`src/rtl/fsm_debouncer.sv`:
```
// fsm_debouncer: 4-state FSM plus stability counter that turns a bouncing level into a clean registered level.
// Define DEBOUNCER_SYNC_EN to insert a 2-FF synchronizer ahead of the FSM (adds 2 cycles of latency).
module fsm_debouncer #(
  parameter int STABLE_CYCLES = 4,
  parameter int CNT_W         = (STABLE_CYCLES < 2) ? 1 : $clog2(STABLE_CYCLES + 1)
) (
  input  logic clk,
  input  logic rst,
  input  logic i_signal,
  output logic o_out,
  output logic o_busy
);

  localparam logic [CNT_W-1:0] CNT_MAX = CNT_W'(STABLE_CYCLES - 1);

  // One-hot encoding so that corrupted states are detectable and fall into the recovery branch.
  typedef enum logic [3:0] {
    ST_LOW       = 4'b0001,
    ST_WAIT_HIGH = 4'b0010,
    ST_HIGH      = 4'b0100,
    ST_WAIT_LOW  = 4'b1000
  } state_e;

  state_e           state_q, state_d;
  logic [CNT_W-1:0] cnt_q, cnt_d;
  logic             out_q, out_d;
  logic             busy_q, busy_d;
  logic             s;

`ifdef DEBOUNCER_SYNC_EN
  logic [1:0] sync_q;

  always_ff @(posedge clk or negedge rst) begin
    if (!rst) begin
      sync_q <= 2'b00;
    end else begin
      sync_q <= {sync_q[0], i_signal};
    end
  end

  assign s = sync_q[1];
`else
  assign s = i_signal;
`endif

  always_ff @(posedge clk or negedge rst) begin
    if (!rst) begin
      state_q <= ST_LOW;
      cnt_q   <= '0;
      out_q   <= 1'b0;
      busy_q  <= 1'b0;
    end else begin
      state_q <= state_d;
      cnt_q   <= cnt_d;
      out_q   <= out_d;
      busy_q  <= busy_d;
    end
  end

  always_comb begin
    state_d = state_q;
    cnt_d   = cnt_q;
    case (state_q)
      ST_LOW: begin
        if (s) begin
          state_d = ST_WAIT_HIGH;
          cnt_d   = '0;
        end
      end
      ST_WAIT_HIGH: begin
        if (!s) begin
          state_d = ST_LOW;
          cnt_d   = '0;
        end else if (cnt_q == CNT_MAX) begin
          state_d = ST_HIGH;
        end else begin
          cnt_d = cnt_q + 1'b1;
        end
      end
      ST_HIGH: begin
        if (!s) begin
          state_d = ST_WAIT_LOW;
          cnt_d   = '0;
        end
      end
      ST_WAIT_LOW: begin
        if (s) begin
          state_d = ST_HIGH;
          cnt_d   = '0;
        end else if (cnt_q == CNT_MAX) begin
          state_d = ST_LOW;
        end else begin
          cnt_d = cnt_q + 1'b1;
        end
      end
      default: begin
        state_d = ST_LOW;
        cnt_d   = '0;
      end
    endcase
  end

  // Outputs decode the next state so the port flops change on the same edge as the state register.
  always_comb begin
    out_d  = 1'b0;
    busy_d = 1'b0;
    case (state_d)
      ST_WAIT_HIGH: busy_d = 1'b1;
      ST_HIGH:      out_d  = 1'b1;
      ST_WAIT_LOW: begin
        out_d  = 1'b1;
        busy_d = 1'b1;
      end
      default: begin
        out_d  = 1'b0;
        busy_d = 1'b0;
      end
    endcase
  end

  assign o_out  = out_q;
  assign o_busy = busy_q;

endmodule

```
`config.mk`:
```
export PLATFORM = sky130hd
export DESIGN_NAME = fsm_debouncer
export DESIGN_NICKNAME = d
export VERILOG_FILES = /design/src/rtl/fsm_debouncer.sv
export SDC_FILE = /design/constraint.sdc
export NUM_CORES = 1
export LEC_CHECK = 0
export CAP_MARGIN = 0
export CELL_PAD_IN_SITES_DETAIL_PLACEMENT = 1
export CELL_PAD_IN_SITES_GLOBAL_PLACEMENT = 1
export CORE_ASPECT_RATIO = 0.9
export CORE_UTILIZATION = 35
export CTS_CLUSTER_DIAMETER = 100
export CTS_CLUSTER_SIZE = 30
export DETAILED_ROUTE_END_ITERATION = 12
export PLACE_DENSITY = 0.75
export REMOVE_ABC_BUFFERS = 1
export SYNTH_ARGS = -nofsm -noshare
export SYNTH_HDL_FRONTEND = slang
export SYNTH_SLANG_ARGS = --single-unit
```
`constraint.sdc`:
```
create_clock -name clk -period 1.5 [get_ports clk]
set_clock_uncertainty 0.05 [all_clocks]
set_input_delay 0.3 -clock clk [delete_from_list [all_inputs] [get_ports clk]]
set_output_delay 0.3 -clock clk [all_outputs]
set_load 0.05 [all_outputs]
```
[Yosys cells after proc, flatten, opt, wreduce, memory -nomap -nowiden]
Cells that the tools add are included.
Word-level totals
  output and inout port bits: 2
  bits in latches: 0
  flip-flop bits (word level): 9
  ROM bits: 0
  RAM bits: 0
  bits of input ports: 3
  memories kept: 0
Cells by class
  add/subtract/negate cells: 1
  $lt $le $gt $ge: 0
  $mul: 0
  shift operators: 0
  bitwise operators: 0
  equality and inequality tests: 10
  multiplexer cells: 15
  reduce and logical (&&, ||, !) cells: 3
  divide/modulo/power cells: 0
Operator list (count)
  $mux W4: 6
  $pmux W4 S4: 1
  $mux W3: 5
  $pmux W3 S4: 1
  $eq A4 B2 Y1 const B: 2
  $eq A4 B3 Y1 const B: 2
  $eq A4 B4 Y1 const B: 2
  $eq A4 B1 Y1 const B: 1
  $ne A2 B2 Y1 const B: 2
  $reduce_or A2 Y1: 2
  $add A3 B1 Y3 const B: 1
  $eq A3 B2 Y1 const B: 1
  $mux W1: 2
  $reduce_and A2 Y1: 1

[Longest topological paths before layout]
Gate-level depths: netlist of run 1.
  depth after elaboration: 7
  depth in mapped cells: 5
  mapped depth without buffers: 5

[Worst setup path before layout of run 1]
Ideal clock, no wire load.
  path kind: reg-to-reg
  from: register state_q[0]
  to: register cnt_q[0]
  cell stages (with the launch flop): 5
  path slack: 74 ps
  period minus slack after synthesis: 1426 ps
  path buffers: 0
  arrival time: 1298 ps
  setup time: 77 ps
  path through: dfstp_2 -> and3b_4 -> o21a_1 -> or3_1 -> a21oi_1
Between the ends
  word-level cells in the longest chain between the ends: 3
  elaborated cells on any way between the ends: 8
Ends and longest elaborated chain
  start: declaration: RTL line 24  | state_e state_q, state_d;
  start signal: assignment: RTL line 53  | state_q <= state_d;
  $eq A4 B3 Y1 or $eq A4 B1 Y1 (tied branches): RTL line 63  | case (state_q)
  $ne A2 B2 Y1 (no source line)
  $reduce_and A2 Y1 (no source line)
  end signal: assignment: RTL line 54  | cnt_q <= cnt_d;
  end: declaration: RTL line 25  | logic [CNT_W-1:0] cnt_q, cnt_d;
Several ways; a longest one is shown, not always the timed one.
A chain may end at the register's enable or synchronous reset.

[Worst setup path in the final report of run 1]
Same ends and word-level chain as after synthesis.

==> run metrics, run 1 <==
Post-Syn Instances 63; Tcrit/Tclk final 101%; Final Total Pwr 745 uW; clock sink count 9; worst reg-to-reg setup slack -0.02 ns; Hold Slack 0.289 ns; synthesized cell area 562 um2; Final #Nets 84; die footprint between 1500 and 2000 um2; syn_area_per_cell 8.92 um2; mux share of post-synthesis cell area 0%; crit-path max cell delay ~0.56 ns; share of layout cells above drive strength 1 38.0%; met3 usage 2.70%; Top Family by Delay on Critical Path flip-flops; failing checks negative setup slack; WS Path Type reg2reg; RePlAce Congestion 0.789; H-tree levels 1; Critical-path top delay cell dfstp_2; Critical Path AT 1.66 ns; IR Drop Worst-Case VDD 0.000397 V; start point of the critical path state_q[0]$_DFF_PN1_; Area growth syn-to-layout 39.0%; Clk pin slew, worst setup/hold paths 0.06 ns; I/O pin total 5; via count 550; largest family of logic cells by synthesized area simple AND/OR/NAND/NOR gates; post-route cell area 781 um2; sequential cell area fraction in the yosys report just over 40%; global-route wire length before repair 2340 um; Die Wd 44.2 um; Reg2Reg Depth 4; drt drc 0; Fin. Hold Viols 0; Rel. slew slack 71.9%; Port Buffers 4; Final WS setup -0.0224 ns; GRT Total Usage 19.0%; RSZ-0062 raised after global routing yes; dpl ws -0.322 ns; wire length per cell 16.4 um; post-synth cell types 30; Critical Path End Type flop; layer with the highest usage met2; Worst-Margin Slew 0.419 ns; GR Util met2 30.9%; n_diodes 0; CTS hold repair buffers 0; largest fanout on the critical path 4; CTS root buf clkbuf_4; Post-synth EDFFs 0; Simple-Gate Fraction of Synth Area 25.8%; met1 Resource Use GR 25.2%; Reg-to-Reg Start state_q[0]$_DFF_PN1_; Period minus WS final 1.52 ns; Max Clock Freq 0.657 GHz; last element of the critical path cnt_q[0]$_DFFE_PN0P_; WP buf/inv 0; Setup crit start kind flop; Leak Pwr 0.000335 uW; flops & latches, synth 9; Max Cap Violations 0; Synth Warn # 0; adder-cell share of the synthesized area under 10%; Stages on worst setup path 4; Die Ht approximately 40 um; clk_lat worst skew 0.26 ns; cts bufs inserted 3; post-synthesis compound-gate area fraction 23.4%; # rows 13; async set-reset flop share out of synthesis between 90% and 100%; DRT iter0 DRCs 10; R2R Path End cnt_q[0]$_DFFE_PN0P_; largest net degree at the start of global routing 11; Synth Flop Type dfrtp_1; vias in the first global route 528; final antenna-violating net count 0; Worst Path Required around 1.6 ns; TritonCTS clock tree done; clock buffer depth 2; Setup Viol. Count Final 2; DP Area 704 um2; worst path cell trace and3b_4, o21a_1, or3_4, a21oi_2; pwr dens 954 nW/um2; fin. max-slew vios 0; Synth Area in XOR/XNOR roughly 1.6%; Initial Util 38.4%; vias per cell 5.85; 1st-pass router iterations 4; grt ovf 0; Total Wirelength 1540 um; antenna violations before repair 0; Hold WC Path Type in2async; Detailed Place HPWL 1050 um; core footprint ~1500 um2; status finished, violations left
-- how the worst min path moves through the flow --
stage	slack (ns)	to	cells past startpoint
after global routing	0.31	state_q[2]$_DFF_PN0_	1
after global placement	0.46	cnt_q[2]$_DFFE_PN0P_	2
after floorplan	-0.05	cnt_q[0]$_DFFE_PN0P_	0
after detailed placement	0.48	cnt_q[2]$_DFFE_PN0P_	2
final	0.29	state_q[2]$_DFF_PN0_	1
after CTS	0.29	o_out$_DFF_PN0_	1
-- layout make-up --
class,instances,area (um2)
fill,169,683
multi-input combinational,47,342
sequential,9,226
timing repair buffer,16,156
clock buffer,4,26.3
tap,15,18.8
inverter,3,11.3
-- placed cells by master (no fill, tap or decap), types with 2 or more instances in the layout --
cell,n
a31oi_1,2
buf_4,11
a211oi_1,2
nor2_1,4
nor4_1,2
buf_12,2
o21ai_0,4
dfrtp_1,8
clkbuf_4,3
inv_1,3
a21o_1,2
nand2b_1,3
o21ai_2,2
nor2b_1,2
nand2_1,2
a21oi_1,3
-- kinds of logic (layout without fill, tap and decap cells) --
logic type | after synthesis | in the layout
adder cells (fa/ha/maj) | 1 | 1
XOR/XNOR | 1 | 1
buffers and inverters | 7 | 23
AND/OR/NAND/NOR | 24 | 24
flip-flops | 9 | 9
AO/OA/AOI/OAI | 21 | 21
-- synthesized netlist by cell type (2+ instances only) --
cell type  count  area share (%)
a211oi_1       2             2.7
a21o_1         2             2.7
a21oi_1        4             3.6
a221oi_1       2             3.1
a31oi_1        2             2.2
buf_2          3             2.7
dfrtp_1        8              36
inv_1          3             2.0
nand2_1        2             1.3
nand2b_1       3             3.3
nor2_1         4             2.7
nor2b_1        4             4.5
nor4_1         2             2.2
o21ai_0        5             4.5
o21ai_1        2             1.8
-- metrics by stage --
step / utilization (%) / cells / setup TNS (ns)
finish: 53.3 / 94 / -0.0288
global placement: 48.1 / 90 / -1.16
CTS: 51.2 / 94 / -0.0431
floorplan: - / 59 / -0.0373
detailed placement: 48.1 / 90 / -1.34
global route: 53.3 / 94 / -0.165
-- routing by layer --
metal / routed length (um) / vias up
met5: 0 / -
met4: 0 / 0
met3: 34 / 0
met2: 758 / 10
met1: 747 / 278
li1: - / 262
-- report_power, final --
part           internal, uW  switching [uW]  total (uW)
sequential              272            20.0         292
clock                   103            87.2         190
combinational           132             132         264
-- sequential cells by signal, indices dropped and copies added, names as in the netlist --
name     count
state_q      4
cnt_q        3
o_busy       1
o_out        1
-- timing repair --
item	4_1_cts	5_1_grt
pin swaps	2	2
setup endpoints to repair	5	6
buffers inserted	0	0
endpoints found under the hold margin	0	0
gates resized for setup	5	9
(Power assumes the default switching activity.)
==> run 2: changes to the inputs <==
clock period = 1.4 ns   (was 1.5 ns; I/O delays follow)
==> run metrics, run 2 (same netlist as run 1, synthesis figures left out) <==
Util after Layout 57.8% (+4.4 points); dpl ws -0.421 ns (-0.0988 ns); Fill cells 165 (-2.4%); largest fanout on the critical path 4 (unchanged); most frequent cells in the layout 12 x buf_4, 7 x dfrtp_1, 4 x o21ai_0; clock buffer depth 2 (unchanged); Int Pwr 544 uW (+7.5%); Clock power frac 24.9% (-0.6 points); Setup Viol. Count Final 4 (+2); fin. max-slew vios 0 (unchanged); die footprint 1770 um2 (unchanged); final setup TNS -0.329 ns (-0.300 ns); Tcrit/Tclk final 108% (+6.5 points); status finished, violations left; grt ovf 0 (unchanged); Max Clock Freq 0.661 GHz (+0.70%); post-route cell area 846 um2 (+8.3%); TritonCTS clock tree done; antenna violations before repair 0 (unchanged); CTS root buf clkbuf_4; H-tree levels 1 (unchanged); GRT Total Usage 22.4% (+3.4 points); 1st-pass router iterations 7 (+3); Die Ht 40.0 um (unchanged); vias in the first global route 586 (+11%); largest net degree at the start of global routing 11 (unchanged); Total Wirelength 1860 um (+21%); Leak Pwr 0.000348 uW (+3.8%); Rel. slew slack 71.8% (-0.10 points); DRT iter0 DRCs 14 (+4); RePlAce Congestion 0.886 (+12%); Seq pwr share 37.5% (-1.7 points); Switching Share 34.8% (+2.8 points); Critical Path AT 1.65 ns (about the same); failing checks negative setup slack; Area growth syn-to-layout 50.6%; flip-flop count of the largest register after layout 4 (unchanged); Worst Path Required 1.54 ns (-0.10 ns); pwr dens 987 nW/um2 (+3.4%); Die Wd 44.2 um (unchanged); I/O pin total 5 (unchanged); clock sink count 9 (unchanged); Final Total Pwr 835 uW (+12%); DP Area 719 um2 (+2.1%); Critical Path End Type flop; via count 573 (+4.2%); n_diodes 0 (unchanged); Top reg by flops state_q; Final #Nets 86 (+2.4%); wire length per cell 19.4 um (+18%); drt drc 0 (unchanged); cts bufs inserted 3 (unchanged); share of layout cells above drive strength 1 48.1% (+10 points); # rows 13 (unchanged); Port Buffers 4 (unchanged); vias per cell 5.97 (+2.0%); core footprint 1460 um2 (unchanged); clk_lat worst skew 0.27 ns (about the same); Gate power share 37.6% (+2.2 points); Fin. Hold Viols 0 (unchanged); RSZ-0062 raised after global routing yes; WS Path Type reg2reg; Hold WC Path Type in2async; Detailed Place HPWL 1110 um (+6.5%); Period minus WS final 1.51 ns (-0.0106 ns); Psw 291 uW (+22%); Setup crit start kind flop; global-route wire length before repair 2660 um (+14%); Initial Util 38.4% (unchanged); IR Drop Worst-Case VDD 0.000462 V (+17%); Clk pin slew, worst setup/hold paths 0.07 ns (about the same); commonest non-fill, non-tap cell in the layout buf_4; Worst-Margin Slew 0.421 ns (+0.00155 ns); Final WS setup -0.112 ns (-0.0894 ns); top flop regs state_q x4, cnt_q x3; final antenna-violating net count 0 (unchanged); CTS hold repair buffers 0 (unchanged); Max Cap Violations 0 (unchanged)
[run 2: timing repair]
item | CTS | global route
setup buffers | 0 | 0
pin swaps | 4 | 3
endpoints found under the setup margin | 8 | 8
resized for setup | 8 | 17
[run 2: per-stage QoR]
step,instances,hold WS (ns)
2_1_floorplan,59,-0.0656
3_3_place_gp,92,0.512
3_5_place_dp,92,0.506
4_1_cts,96,0.280
5_1_grt,96,0.285
6_report,96,0.256
[run 2: worst paths after layout]
path,endpoint,slack [ns],cells past startpoint,startpoint
setup reg to reg,cnt_q[2]$_DFFE_PN0P_,-0.11,4,state_q[0]$_DFF_PN1_
max in group asynchronous,state_q[0]$_DFF_PN1_,0.71,1,rst
hold reg to reg,o_busy$_DFF_PN0_,0.52,1,state_q[3]$_DFF_PN0_
setup / recovery,cnt_q[2]$_DFFE_PN0P_,-0.11,4,state_q[0]$_DFF_PN1_
hold / removal,state_q[2]$_DFF_PN0_,0.26,1,rst
min in group clk,state_q[3]$_DFF_PN0_,0.48,3,i_signal
[run 2: critical path, stage by stage, from the launching register on]
cell,delay [ns]
dfstp_2,0.56
or4b_4,0.49
o21ai_4,0.09
o21ai_4,0.08
a211oi_2,0.16
[run 2: final cells by class]
| cell class | instances | area, um2 | area share (%) |
|---|---|---|---|
| multi-input combinational | 47 | 389 | 46.0 |
| inverter | 3 | 11.3 | 1.33 |
| clock buffer | 3 | 22.5 | 2.66 |
| sequential | 9 | 228 | 26.9 |
| tap | 15 | 18.8 | 2.22 |
| clock inverter | 1 | 5.00 | 0.592 |
| timing repair buffer | 18 | 171 | 20.3 |
[run 2: per-layer routing]
layer,track usage (%),vias up,wire length [um]
met2,39.7,18,933
met4,18.2,0,93
met5,0,-,0
met1,24.9,278,764
li1,-,265,-
met3,2.70,12,67
[run 2: power groups by stage]
stage               clock, uW  sequential (uW)  combinational, uW
global placement            0              315                241
CTS                       208              310                261
finish                    208              313                314
floorplan                   0              343                102
detailed placement          0              314                248
global route              223              317                341
==> run 3: changes to the inputs <==
SLEW_MARGIN = 20   (was not set)
==> results of run 3 <==
The final DEF is identical to that of run 2; final timing and power are the same.
